[src/rtl/alu_pkg.sv]
// Shared definitions for the ALU operation sequencer: opcodes, FSM states and the ABCD marker value.
package alu_pkg;

    localparam logic [2:0] ALU_ADD = 3'd0;
    localparam logic [2:0] ALU_SUB = 3'd1;
    localparam logic [2:0] ALU_AND = 3'd2;
    localparam logic [2:0] ALU_OR  = 3'd3;
    localparam logic [2:0] ALU_XOR = 3'd4;
    localparam logic [2:0] ALU_SLL = 3'd5;
    localparam logic [2:0] ALU_SRA = 3'd6;
    localparam logic [2:0] ALU_OP7 = 3'd7;

    localparam logic [31:0] ABCD_MAGIC = 32'hABCD;

    typedef enum logic [1:0] {
        S_IDLE = 2'd0,
        S_WAIT = 2'd1,
        S_RESP = 2'd2
    } state_t;

endpackage

[src/rtl/alu_op_sequencer.sv]
// Issues one request at a time to a combinational ALU, holds its inputs for SETTLE_CYCLES,
// captures the result and flags, and hands them back over a valid/ready response port.
module alu_op_sequencer
    import alu_pkg::*;
#(
    parameter int WIDTH         = 32,
    parameter int SETTLE_CYCLES = 1,
    parameter int CNT_W         = 16
) (
    input  logic             clk,
    input  logic             rst,
    input  logic             req_valid,
    output logic             req_ready,
    input  logic [2:0]       req_op,
    input  logic [WIDTH-1:0] req_a,
    input  logic [WIDTH-1:0] req_b,
    output logic             rsp_valid,
    input  logic             rsp_ready,
    output logic [WIDTH-1:0] rsp_result,
    output logic             rsp_z,
    output logic             rsp_abcd,
    output logic [2:0]       alu_ctrl,
    output logic [WIDTH-1:0] alu_a,
    output logic [WIDTH-1:0] alu_b,
    input  logic [WIDTH-1:0] alu_out,
    input  logic             alu_z,
    input  logic             alu_abcd,
    input  logic             clr_sticky,
    output logic             abcd_sticky,
    output logic [CNT_W-1:0] op_count
);

    localparam int SC_W = $clog2(SETTLE_CYCLES + 1);

    state_t           r_state;
    state_t           w_state_nxt;
    logic [SC_W-1:0]  r_settle;
    logic             w_accept;
    logic             w_capture;
    logic             w_retire;

    logic             r_rsp_valid;
    logic [WIDTH-1:0] r_rsp_result;
    logic             r_rsp_z;
    logic             r_rsp_abcd;
    logic [2:0]       r_alu_ctrl;
    logic [WIDTH-1:0] r_alu_a;
    logic [WIDTH-1:0] r_alu_b;
    logic             r_sticky;
    logic [CNT_W-1:0] r_op_count;

    always_ff @(posedge clk) begin
        if (rst) begin
            r_state <= S_IDLE;
        end else begin
            r_state <= w_state_nxt;
        end
    end

    // The capture edge is the one on which the settle counter reads 1.
    always_comb begin
        w_state_nxt = r_state;
        w_accept    = 1'b0;
        w_capture   = 1'b0;
        w_retire    = 1'b0;
        case (r_state)
            S_IDLE: begin
                if (req_valid) begin
                    w_accept    = 1'b1;
                    w_state_nxt = S_WAIT;
                end
            end
            S_WAIT: begin
                if (r_settle == SC_W'(1)) begin
                    w_capture   = 1'b1;
                    w_state_nxt = S_RESP;
                end
            end
            S_RESP: begin
                if (rsp_ready) begin
                    w_retire    = 1'b1;
                    w_state_nxt = S_IDLE;
                end
            end
            default: w_state_nxt = S_IDLE;
        endcase
    end

    always_ff @(posedge clk) begin
        if (rst) begin
            r_settle     <= '0;
            r_rsp_valid  <= 1'b0;
            r_rsp_result <= '0;
            r_rsp_z      <= 1'b0;
            r_rsp_abcd   <= 1'b0;
            r_alu_ctrl   <= '0;
            r_alu_a      <= '0;
            r_alu_b      <= '0;
            r_op_count   <= '0;
        end else begin
            if (w_accept) begin
                r_settle   <= SC_W'(SETTLE_CYCLES);
                r_alu_ctrl <= req_op;
                r_alu_a    <= req_a;
                r_alu_b    <= req_b;
            end else if (r_state == S_WAIT) begin
                r_settle <= r_settle - SC_W'(1);
            end
            if (w_capture) begin
                r_rsp_valid  <= 1'b1;
                r_rsp_result <= alu_out;
                r_rsp_z      <= alu_z;
                r_rsp_abcd   <= alu_abcd;
            end else if (w_retire) begin
                r_rsp_valid <= 1'b0;
            end
            if (w_retire) begin
                r_op_count <= r_op_count + CNT_W'(1);
            end
        end
    end

    // A capture that sees ABCD outranks a clear on the same edge.
    always_ff @(posedge clk) begin
        if (rst) begin
            r_sticky <= 1'b0;
        end else if (w_capture && alu_abcd) begin
            r_sticky <= 1'b1;
        end else if (clr_sticky) begin
            r_sticky <= 1'b0;
        end
    end

    assign req_ready   = (r_state == S_IDLE);
    assign rsp_valid   = r_rsp_valid;
    assign rsp_result  = r_rsp_result;
    assign rsp_z       = r_rsp_z;
    assign rsp_abcd    = r_rsp_abcd;
    assign alu_ctrl    = r_alu_ctrl;
    assign alu_a       = r_alu_a;
    assign alu_b       = r_alu_b;
    assign abcd_sticky = r_sticky;
    assign op_count    = r_op_count;

endmodule

[config.mk]
export PLATFORM = sky130hd
export DESIGN_NAME = alu_op_sequencer
export DESIGN_NICKNAME = d
export VERILOG_FILES = /design/src/rtl/alu_pkg.sv /design/src/rtl/alu_op_sequencer.sv
export SDC_FILE = /design/constraint.sdc
export NUM_CORES = 1
export LEC_CHECK = 0
export ABC_CLOCK_PERIOD_IN_PS = 3600
export CORE_MARGIN = 2
export CORE_UTILIZATION = 43
export CTS_CLUSTER_DIAMETER = 50
export DETAILED_ROUTE_END_ITERATION = 10
export GPL_TIMING_DRIVEN = 0
export PLACE_DENSITY = 0.86
export SETUP_SLACK_MARGIN = 0.5
export SYNTH_ARGS = -nofsm -noshare
export SYNTH_HDL_FRONTEND = slang
export SYNTH_SLANG_ARGS = --single-unit
[constraint.sdc]
create_clock -name clk -period 3.6 [get_ports clk]
set_input_delay 0.9 -clock clk [delete_from_list [all_inputs] [get_ports clk]]
set_output_delay 0.9 -clock clk [all_outputs]
set_load 0.02 [all_outputs]
======== Word-level counts from Yosys, hierarchy flattened ========
Cells that the tools add are included.
word-level totals
  output and inout bits ................... 120
  flip-flop bits (word level) ............. 122
  input bits .............................. 106
  logic and storage cells ................. 40
operators by class
  equality and inequality tests ........... 5
  mux-type cells .......................... 16
  $add $sub $neg .......................... 2
  reductions and logical operators ........ 6
operators by type and width
  cell                   number
  $add 16x1->16 const B  1
  $mux 1                 12
  $mux 2                 3
  $ne 2x2->1 const B     3
  $pmux 2 s3             1
  $reduce_bool 2->1      3
  $reduce_and 3->1       1
  $eq 2x1->1 const B     1
  $eq 2x2->1 const B     1
  $logic_not 2->1        1
  $logic_and 1x1->1      1
  $sub 1x1->1 const B    1

======== Depth between registers and ports, before layout ========
Gate-level depths: netlist of the first run.
  word-level depth ........................ 4
  gate-level depth with buffers ........... 8
  mapped depth without buffers ............ 5

======== Worst setup path before layout of the first run ========
No wires, ideal clock.
  kind .................................... input-to-reg
  start ................................... input rsp_ready
  end ..................................... register r_op_count[13] (netlist: op_count[13])
  setup time .............................. 0.070 ns
  path slack .............................. 1.608 ns
  required time ........................... 3.530 ns
  stages on the path ...................... 4
  path buffers ............................ 0
  data arrival time ....................... 1.922 ns
  cells stage by stage .................... nand3b_4 -> or4_4 -> or3_1 -> a21oi_1
on the way
  longest elaborated chain between the ends .. 2
RTL lines
  element               line                     RTL
  from (decl)           alu_op_sequencer.sv:18   input logic rsp_ready,
  $mux 1                alu_op_sequencer.sv:80   if (rsp_ready) begin
  $mux 1                alu_op_sequencer.sv:66   case (r_state)
  to (signal assigned)  alu_op_sequencer.sv:118  r_op_count <= r_op_count + CNT_W'(1);
  to (decl)             alu_op_sequencer.sv:50   logic [CNT_W-1:0] r_op_count;
Every way passes these cells.
A chain may end at the register's enable or synchronous reset.

======== Final worst setup path of the first run ========
  start ................................... register r_state[1]
  end ..................................... output req_ready
on the way
  longest elaborated chain between the ends .. 1
RTL lines
  element                 line                     RTL
  from (decl)             alu_op_sequencer.sv:35   state_t r_state;
  from (signal assigned)  alu_op_sequencer.sv:56   r_state <= w_state_nxt;
  $logic_not 2->1         alu_op_sequencer.sv:134  assign req_ready = (r_state == S_IDLE);
  to (decl)               alu_op_sequencer.sv:13   output logic req_ready,
Every way passes these cells.

==> results of run 1 <==
where the power goes:
part	total (W)	switching, W	internal [W]
sequential	0.00146	0.0000366	0.00142
combinational	0.000544	0.000272	0.000272
clock	0.00175	0.000595	0.00115
synthesized netlist by cell type, types with 2 or more instances:
cell,n,area [sq um]
or3_1,2,12.5
nand3_1,4,20.0
nor4_1,3,18.8
nand4_1,3,18.8
inv_1,4,15.0
a21oi_1,109,546
mux2i_1,2,20.0
nand2b_1,2,12.5
nand2_1,208,781
nor3_1,3,15.0
clkbuf_1,31,116
xnor2_1,6,52.6
buf_2,6,30.0
xor2_1,4,35.0
nor2_1,16,60.1
or4_4,2,22.5
o21ai_0,3,15.0
dfxtp_1,122,2440
per-layer routing:
metal / global-route usage / vias to the layer above / wire (um)
met5: 0 / - / 0
met4: 0.0846 / 0 / 221
met3: 0.0785 / 21 / 1060
met2: 0.437 / 189 / 6960
met1: 0.268 / 2109 / 5520
li1: - / 2281 / -
cells by family (layout without fill, tap and decap cells):
logic type / after synthesis / after routing / share of synthesized area
compound gates: 115 / 115 / 0.131
simple gates: 254 / 254 / 0.244
flops: 122 / 122 / 0.551
buf+inv: 44 / 299 / 0.0437
mux: 3 / 3 / 0.00705
xor+xnor: 10 / 10 / 0.0198
fa+ha+maj: 1 / 1 / 0.00282
sequential cells by signal (all words and copies together) (netlist names):
register     count
abcd_sticky      1
alu_a           32
alu_b           32
alu_ctrl         3
op_count        16
r_settle         1
r_state          2
rsp_abcd         1
rsp_result      32
rsp_valid        1
rsp_z            1
per-stage QoR:
step	hold WS, ns	total power (W)	cell area (sq um)	instances
4_1_cts	0.455	0.00378	7460	940
2_1_floorplan	0.462	0.00172	4430	549
6_report	0.454	0.00375	7460	940
5_1_grt	0.469	0.00389	7460	940
3_5_place_dp	0.447	0.00203	6850	909
3_3_place_gp	0.442	0.00201	6850	909
tightest hold or removal path, stage by stage, from the launching register on:
cell	delay, ns
dfxtp_1	0.31
nand2_1	0.05
a21oi_1	0.05
worst max path at each step:
stage               slack (ns)  depth (start not counted)      endpoint
floorplan                 1.61                          4  op_count[13]
global placement          0.92                          6   alu_ctrl[1]
detailed placement        0.91                          6     alu_a[13]
CTS                       0.88                          3     req_ready
global route              0.82                          3     req_ready
finish                    0.88                          3     req_ready
area by class of cell:
cell class | count | area [sq um]
fillers | 737 | 2720
flip-flops and latches | 122 | 2440
repair buffers | 224 | 2240
multi-input cells | 383 | 1800
clock buffers | 19 | 442
plain buffers | 40 | 179
clock inverters | 12 | 173
well taps | 136 | 170
inverters | 4 | 15.0
==> metrics.md, run 1 <==
| Metric | Value |
|---|---|
| PnR worst setup slack | 0.881 ns |
| CORE AREA | 10,200 sq um |
| F_max | around 370 MHz |
| Crit path buf inv count | 2 |
| Critical path arrival | 1.82 ns |
| CP required | ~2.7 ns |
| Max VDD drop | 0.000316 V |
| Post-synth EDFFs | 0 |
| Vias in the first global route | 4,481 |
| Clock Sinks | 122 |
| Max Slew Vio Count | 0 |
| Worst Setup SP | r_state[1] |
| Worst setup EP type | output port |
| Place WS | around 0.91 ns |
| Clock Pin Slew Worst Setup and Hold Paths | 0.06 ns |
| Top FF cell, synth | dfxtp_1 |
| Syn nets | 656 |
| DRC Markers | 0 |
| CP Class | reg -> out |
| R2r setup slk | between 1.5 and 2 ns |
| GRT Util Overall | 0.243 |
| Hold Path Sink | alu_b[10] |
| Worst reg2reg path depth | 7 |
| Post-Route Skew | 0.00703 ns |
| Initial antenna violation count | 0 |
| Area growth from synthesis to layout | 68.3% |
| Minimum clock period | between 2 and 3 ns |
| CTS Buffer Depth | 2 |
| Final setup fails | 0 |
| Port Buffer Count | 224 |
| Hold_sp | alu_b[10] |
| Final Hold Vio Count | 0 |
| Slew headroom | 0.630 |
| Initial Utilization | 0.435 |
| CP Cell Sequence | buf_2 -> nor2_1 -> clkdlybuf4s50_1 |
| Total iterations of the first detailed-routing run | 4 |
| Cts hold-fix bufs | 0 |
| Clock tree from TritonCTS | done |
| Hold Crit Class | reg -> reg |
| Slowest CP cell | clkdlybuf4s50_1 |
| Clock Tree Root | clkbuf_8 |
| Register bit count reported by yosys | 122 |
| Slew @ Worst Pin | ~0.55 ns |
| Cell Area, Synth | about 4400 sq um |
| Die X | 106 um |
| Total negative slack | 0 ns |
| Most common cell after layout, fill and taps aside | clkdlybuf4s50_1 |
| CP max stage delay | 0.67 ns |
| RSZ-0062 raised after global routing | false |
| Number of max-cap violations | 0 |
| Global-route wire length before repair | 21.4 mm |
| I/O pins | between 200 and 250 |
| Final HPWL DP | 10.4 mm |
| YS warnings | 0 |
| Cells after Synth | 549 |
| Fin nets | 899 |
| Initial drt markers | 257 |
| Vias per Instance | about 4.9 |
| Std-Cell Rows | 37 |
| Post-layout util | 0.733 |
| Share of layout cells above drive strength 1 | 0.0609 |
| Cell Pwr Density | between 500 and 600 nW/um^2 |
| Seq/Total Area, Yosys | 0.551 |
| Hold depth | 2 |
| Asr flop ratio synth | 0 |
| Post-CTS Setup Bufs | 0 |
| H-Tree Level Count | 4 |
| Synth cell types | 37 |
| Most frequent cells in the layout | 224 x clkdlybuf4s50_1, 208 x nand2_1, 122 x dfxtp_1 |
| Status | finished clean |
| Syn avg cell area | a little over 8 sq um |
| Clock latency at the later pin of the worst-skew pair | around 0.5 ns |
| P_leak | 2.74 nW |
| DR vias | roughly 4,600 |
| Post-CTS Resized | 0 |
| Crit Path Max Fanout | 9 |
| Total Wirelength | 13.8 mm |
| Critical path launch point type | flop |
| Final worst path period share | 0.755 |
| # diodes | 0 |
| Global route total overflow | 0 |
| Die height | 106 um |
| Worst r2r dst | alu_a[28] |
| Largest net degree at the start of global routing | 17 |
| RR Startpoint | r_state[1] |
| DRT antenna net count | 0 |
| WL/cell | 14.6 um |
| Die ar. | between 10,000 and 15,000 sq um |
| Final Wtd Congestion | about 0.85 |
| Crit-path leading delay family | buffers and inverters |
| Number of buffers created by CTS | 17 |
(Power assumes the default switching activity.)
==> run 2, diff against run 1 <==
Settings changed: ABC_CLOCK_PERIOD_IN_PS 3600 to 2200, CORE_UTILIZATION 43 to 36, PLACE_DENSITY 0.86 to 0.76.
Clock period 3.6 ns to 2.2 ns, I/O delays scaled along.
==> run 2 against run 1 <==
  * Cell count is 1.7% higher
  * Wire length is 0.15% lower
  * Clock skew is essentially flat
  * Via count about the same
  * Utilization is 11 points lower
  * First-iteration DRC count is 20% lower
==> metrics.md, run 2 (synthesis results as in run 1) <==
| Metric | Value |
|---|---|
| Share of layout cells above drive strength 1 | 0.114 |
| Vias per Instance | 4.81 |
| CP required | around 1.7 ns |
| Number of buffers created by CTS | 17 |
| Slowest CP cell | dfxtp_1 |
| Std-Cell Rows | 40 |
| Status | finished clean |
| Vias in the first global route | 4,543 |
| CORE AREA | 12,000 sq um |
| Area growth from synthesis to layout | 68.7% |
| Global-route wire length before repair | 21.4 mm |
| Total iterations of the first detailed-routing run | 5 |
| Grt met1 use | 0.221 |
| Crit-path leading delay family | buffers and inverters |
| Post-Route Skew | 0.00702 ns |
| Final worst path period share | 0.803 |
| I/O pins | 226 |
| Place WS | -0.215 ns |
| Largest net degree at the start of global routing | 17 |
| # fillers | 1,053 |
| CP max stage delay | 0.29 ns |
| Clock Sinks | 122 |
| RSZ-0062 raised after global routing | true |
| Minimum clock period | 1.77 ns |
| Met2 Usage GRT | 0.358 |
| Die height | 115 um |
| Initial antenna violation count | 0 |
| Slew @ Worst Pin | 0.575 ns |
| Final Hold Vio Count | 0 |
| Number of max-cap violations | 0 |
| Max VDD drop | 0.000534 V |
| Initial Utilization | 0.369 |
| Die X | 115 um |
| Clock Pin Slew Worst Setup and Hold Paths | 0.05 ns |
| Fin cells | 956 |
| Final Wtd Congestion | 0.827 |
| CTS Buffer Depth | 2 |
| Die ar. | ~13,000 sq um |
| Crit Path Max Fanout | 9 |
| DRC Markers | 0 |
| Busiest grt layer | met2 |
| F_max | 566 MHz |
| Power, Total | 0.00612 W |
| # diodes | 0 |
| GRT met3 Usage | 0.0891 |
| Most frequent cells in the layout | 208 x nand2_1, 110 x dfxtp_1, 108 x a21oi_1 |
| Cts hold-fix bufs | 0 |
| Slew headroom | 0.617 |
| Critical path launch point type | flop |
| Initial drt markers | 205 |
| PnR worst setup slack | 0.433 ns |
| Post-Place Cells | 920 |
| Final setup fails | 0 |
| Global route total overflow | 0 |
| Fin nets | about 900 |
| Clock Tree Root | clkbuf_16 |
| H-Tree Level Count | 4 |
| Critical path arrival | 1.22 ns |
| Total Wirelength | 13.7 mm |
| CP Cell Sequence | clkbuf_4 -> nor2_2 -> buf_4 |
| Crit path buf inv count | 2 |
| Worst setup EP type | output port |
| Hold Crit Class | reg -> reg |
| Port Buffer Count | 224 |
| P_leak | 3.25 nW |
| DR vias | 4,601 |
| Max Slew Vio Count | 0 |
| CP Class | reg -> out |
| Final HPWL DP | roughly 10 mm |
| WL/cell | 14.4 um |
| Clock latency at the later pin of the worst-skew pair | 0.41 ns |
| DRT antenna net count | 0 |
| Cell Pwr Density | 818 nW/um^2 |
| Most common cell after layout, fill and taps aside | nand2_1 |
| Clock tree from TritonCTS | done |
| GRT Util Overall | 0.208 |
==> run 2: final cells by class <==
type	instances	area (sq um)	area share
clock buffers	24	482	0.0644
multi-input cells	383	1840	0.246
well taps	147	184	0.0246
inverters	4	15.0	0.00201
clock inverters	8	140	0.0187
flip-flops and latches	122	2470	0.330
repair buffers	228	2120	0.284
plain buffers	40	226	0.0303
==> run 2: final timing paths <==
check / start / end / slack (ns) / cells past startpoint
min: rsp_result[26] / rsp_result[26] / 0.45 / 2
max reg2reg: op_count[5] / op_count[15] / 0.51 / 4
max: r_state[1] / req_ready / 0.43 / 3
min reg2reg: rsp_result[26] / rsp_result[26] / 0.45 / 2
==> run 2: metrics by stage <==
step,hold WS [ns],utilization,TNS (ns),instance area (sq um)
2_1_floorplan,0.462,-,0,4460
4_1_cts,0.450,0.618,0,7420
3_3_place_gp,0.441,0.574,-2.96,6890
5_1_grt,0.466,0.623,0,7480
3_5_place_dp,0.446,0.574,-5.48,6890
6_report,0.449,0.623,0,7480
==> run 2: what timing repair did <==
action | in CTS | in global routing
gates resized for setup | 147 | 62
pin swaps | 3 | 2
hold endpoints to repair | 0 | 0
setup endpoints to repair | 157 | 119
buffers inserted | 2 | 2
==> run 2: power breakdown <==
part	internal (W)	switching [W]
Sequential	0.00232	0.0000566
Combinational	0.000386	0.000444
Clock	0.00198	0.000934
==> run 2: tightest hold or removal path: stages, from the launching register on <==
cell,delay (ns)
dfxtp_1,0.30
nand2_1,0.05
a21oi_1,0.05
==> run 2: routing by layer <==
layer,up-vias,wire [um],share of wire
li1,2287,-,-
met1,2104,5250,0.38
met2,180,6880,0.50
met3,30,1290,0.094
met4,0,323,0.023
met5,-,0,0
==> run 3, diff against run 2 <==
Settings changed: ABC_CLOCK_PERIOD_IN_PS 2200 to 1600.
Clock period 2.2 ns to 1.6 ns, I/O delays scaled along.
==> run 3 against run 2 <==
  * The flow now finishes with violations (setup timing)
  * Die area unchanged
  * Largest cell class is now buffers
  * Non-clock buffer count increased by 92
  * Sequential power increased by 40%
  * Flip-flop and latch count unchanged
  * Clock power increased by 20%
  * Clock skew decreased by 0.0013 ns
  * Design area increased by 38%
  * Cell count increased by 9.6%
==> metrics.md, run 3 (synthesis results as in run 1) <==
| Metric | Value |
|---|---|
| Status | finished with violations |
| Failing checks | setup timing |
| Slew @ Worst Pin | 0.982 ns |
| Share of layout cells above drive strength 1 | 0.705 |
| Design area | 10,300 sq um |
| DRT antenna net count | 0 |
| F_max | 590 MHz |
| Max VDD drop | 0.000734 V |
| Most common cell after layout, fill and taps aside | buf_6 |
| Vias in the first global route | ~5,100 |
| Critical path arrival | 2.03 ns |
| Post-Route Skew | roughly 0.0057 ns |
| Std-Cell Rows | 40 |
| Global route total overflow | 0 |
| Cell Pwr Density | between 800 and 900 nW/um^2 |
| Hold_sp | rsp_result[2] |
| Hold depth | 2 |
| CP max stage delay | 0.50 ns |
| Sequential cell area | 2640 sq um |
| Most frequent cells in the layout | 149 x buf_6, 103 x a21oi_2, 103 x clkdlybuf4s50_1 |
| Clock Pin Slew Worst Setup and Hold Paths | 0.06 ns |
| Die height | 115 um |
| Final HPWL DP | between 10 and 15 mm |
| Place WS | -0.530 ns |
| Clock Tree Root | clkbuf_16 |
| Total iterations of the first detailed-routing run | 4 |
| RSZ-0062 raised after global routing | true |
| Area growth from synthesis to layout | 133% |
| Final Wtd Congestion | 0.808 |
| CORE AREA | ~12,000 sq um |
| Final Hold Vio Count | 0 |
| CP required | a little under 2 ns |
| Critical path launch point type | flop |
| # diodes | 0 |
| Initial Utilization | 0.369 |
| Multi-input logic area | 3100 sq um |
| RR Startpoint | r_state[0] |
| Slew headroom | 0.346 |
| Fin nets | about 1,000 |
| Number of buffers created by CTS | 17 |
| Clock tree from TritonCTS | done |
| CTS Buffer Depth | 2 |
| Worst r2r dst | op_count[13] |
| H-Tree Level Count | 4 |
| Largest net degree at the start of global routing | 17 |
| Number of max-cap violations | 0 |
| WL/cell | 20.3 um |
| CP Class | reg -> reg |
| DRC Markers | 0 |
| PnR worst setup slack | -0.0944 ns |
| Initial drt markers | roughly 280 |
| Placed Area | 7100 sq um |
| GRT Util Overall | 0.239 |
| R2r setup slk | -0.09 ns |
| Global-route wire length before repair | 24.7 mm |
| P_leak | 4.43 nW |
| # fillers | 533 |
| Final worst path period share | 1.06 |
| CP Cell Sequence | buf_6 -> nand3b_4 -> or4_4 -> or3_1 -> a21oi_1 |
| Port Buffer Count | 224 |
| Worst setup EP type | flop |
| Initial antenna violation count | 0 |
| Clock latency at the later pin of the worst-skew pair | 0.41 ns |
| Die ar. | 13,200 sq um |
| Hold Path Sink | rsp_result[2] |
| Crit Path Max Fanout | 6 |
| I/O pins | 226 |
| Minimum clock period | approximately 1.7 ns |
| Final setup fails | 4 |
| DR vias | 5,453 |
| Vias per Instance | 5.20 |
| Slowest CP cell | or4_4 |
| Total Wirelength | roughly 21 mm |
| Die X | 115 um |
| Clock Sinks | 122 |
| Hold Crit Class | reg -> reg |
| Worst reg2reg path depth | 5 |
| Max Slew Vio Count | 0 |
==> run 3: cell types whose count changed in the layout (fill, tap and decap cells not counted), sizes merged <==
cell           before  now
buf                13  230
bufinv              4    0
clkbuf             62   47
clkdlybuf4s15      18    0
clkinv              4    7
clkinvlp            0    4
dlygate4sd2        96    1
==> run 3: worst max path at each step <==
stage | start | end | slack, ns | cells past startpoint
floorplan | op_count[3] | op_count[15] | -0.08 | 4
global placement | rsp_ready | op_count[8] | -0.50 | 5
CTS | op_count[6] | op_count[15] | -0.04 | 4
finish | r_state[0] | op_count[13] | -0.09 | 5
global route | r_state[0] | op_count[13] | -0.11 | 5
detailed placement | rsp_ready | op_count[8] | -0.53 | 5
==> run 3: power by group <==
part           internal (W)  switching (W)  leakage [nW]
Clock               0.00209        0.00139         0.261
Combinational       0.00108        0.00103          3.11
Sequential          0.00320       0.000126          1.05
Total               0.00637        0.00255          4.43
==> run 3: layout make-up <==
type,count,area share
buffer,40,0.0446
clock buffer,21,0.0456
clock inverter,11,0.00703
inverter,4,0.00145
multi-input combinational,383,0.300
sequential,122,0.256
tap,147,0.0178
timing repair buffer,320,0.327
==> run 3: per-layer routing <==
| layer | global-route usage | routed length (um) |
|---|---|---|
| met1 | 0.262 | 7580 |
| met4 | 0.124 | 1130 |
| met5 | 0 | 0 |
| met3 | 0.0680 | 1330 |
| met2 | 0.420 | 11200 |
==> run 3: worst max-delay path, delay by kind of cell, from the launching register on <==
family	cells	cell delay (ns)
AND/OR/NAND/NOR	3	1.01
AO/OA/AOI/OAI	1	0.16
flip-flops	1	0.31
buffers and inverters	1	0.13
==> run 3: through the flow <==
| step | setup TNS, ns | power [W] | utilization | hold slack (ns) | cells |
|---|---|---|---|---|---|
| 2_1_floorplan | -0.0812 | 0.00393 | - | 0.496 | 549 |
| 6_report | -0.169 | 0.00892 | 0.860 | 0.458 | 1048 |
| 3_3_place_gp | -14.83 | 0.00458 | 0.591 | 0.438 | 920 |
| 3_5_place_dp | -17.54 | 0.00462 | 0.591 | 0.443 | 920 |
| 5_1_grt | -0.280 | 0.00918 | 0.860 | 0.466 | 1048 |
| 4_1_cts | -0.0529 | 0.00838 | 0.734 | 0.400 | 988 |
==> run 3: what timing repair did <==
action | in CTS | in global routing
endpoints found under the setup margin | 239 | 241
hold buffers | 0 | 0
endpoints found under the hold margin | 0 | 0
buffers inserted | 32 | 53
pin swaps | 91 | 149
resized for setup | 980 | 272
gates cloned | 4 | 7
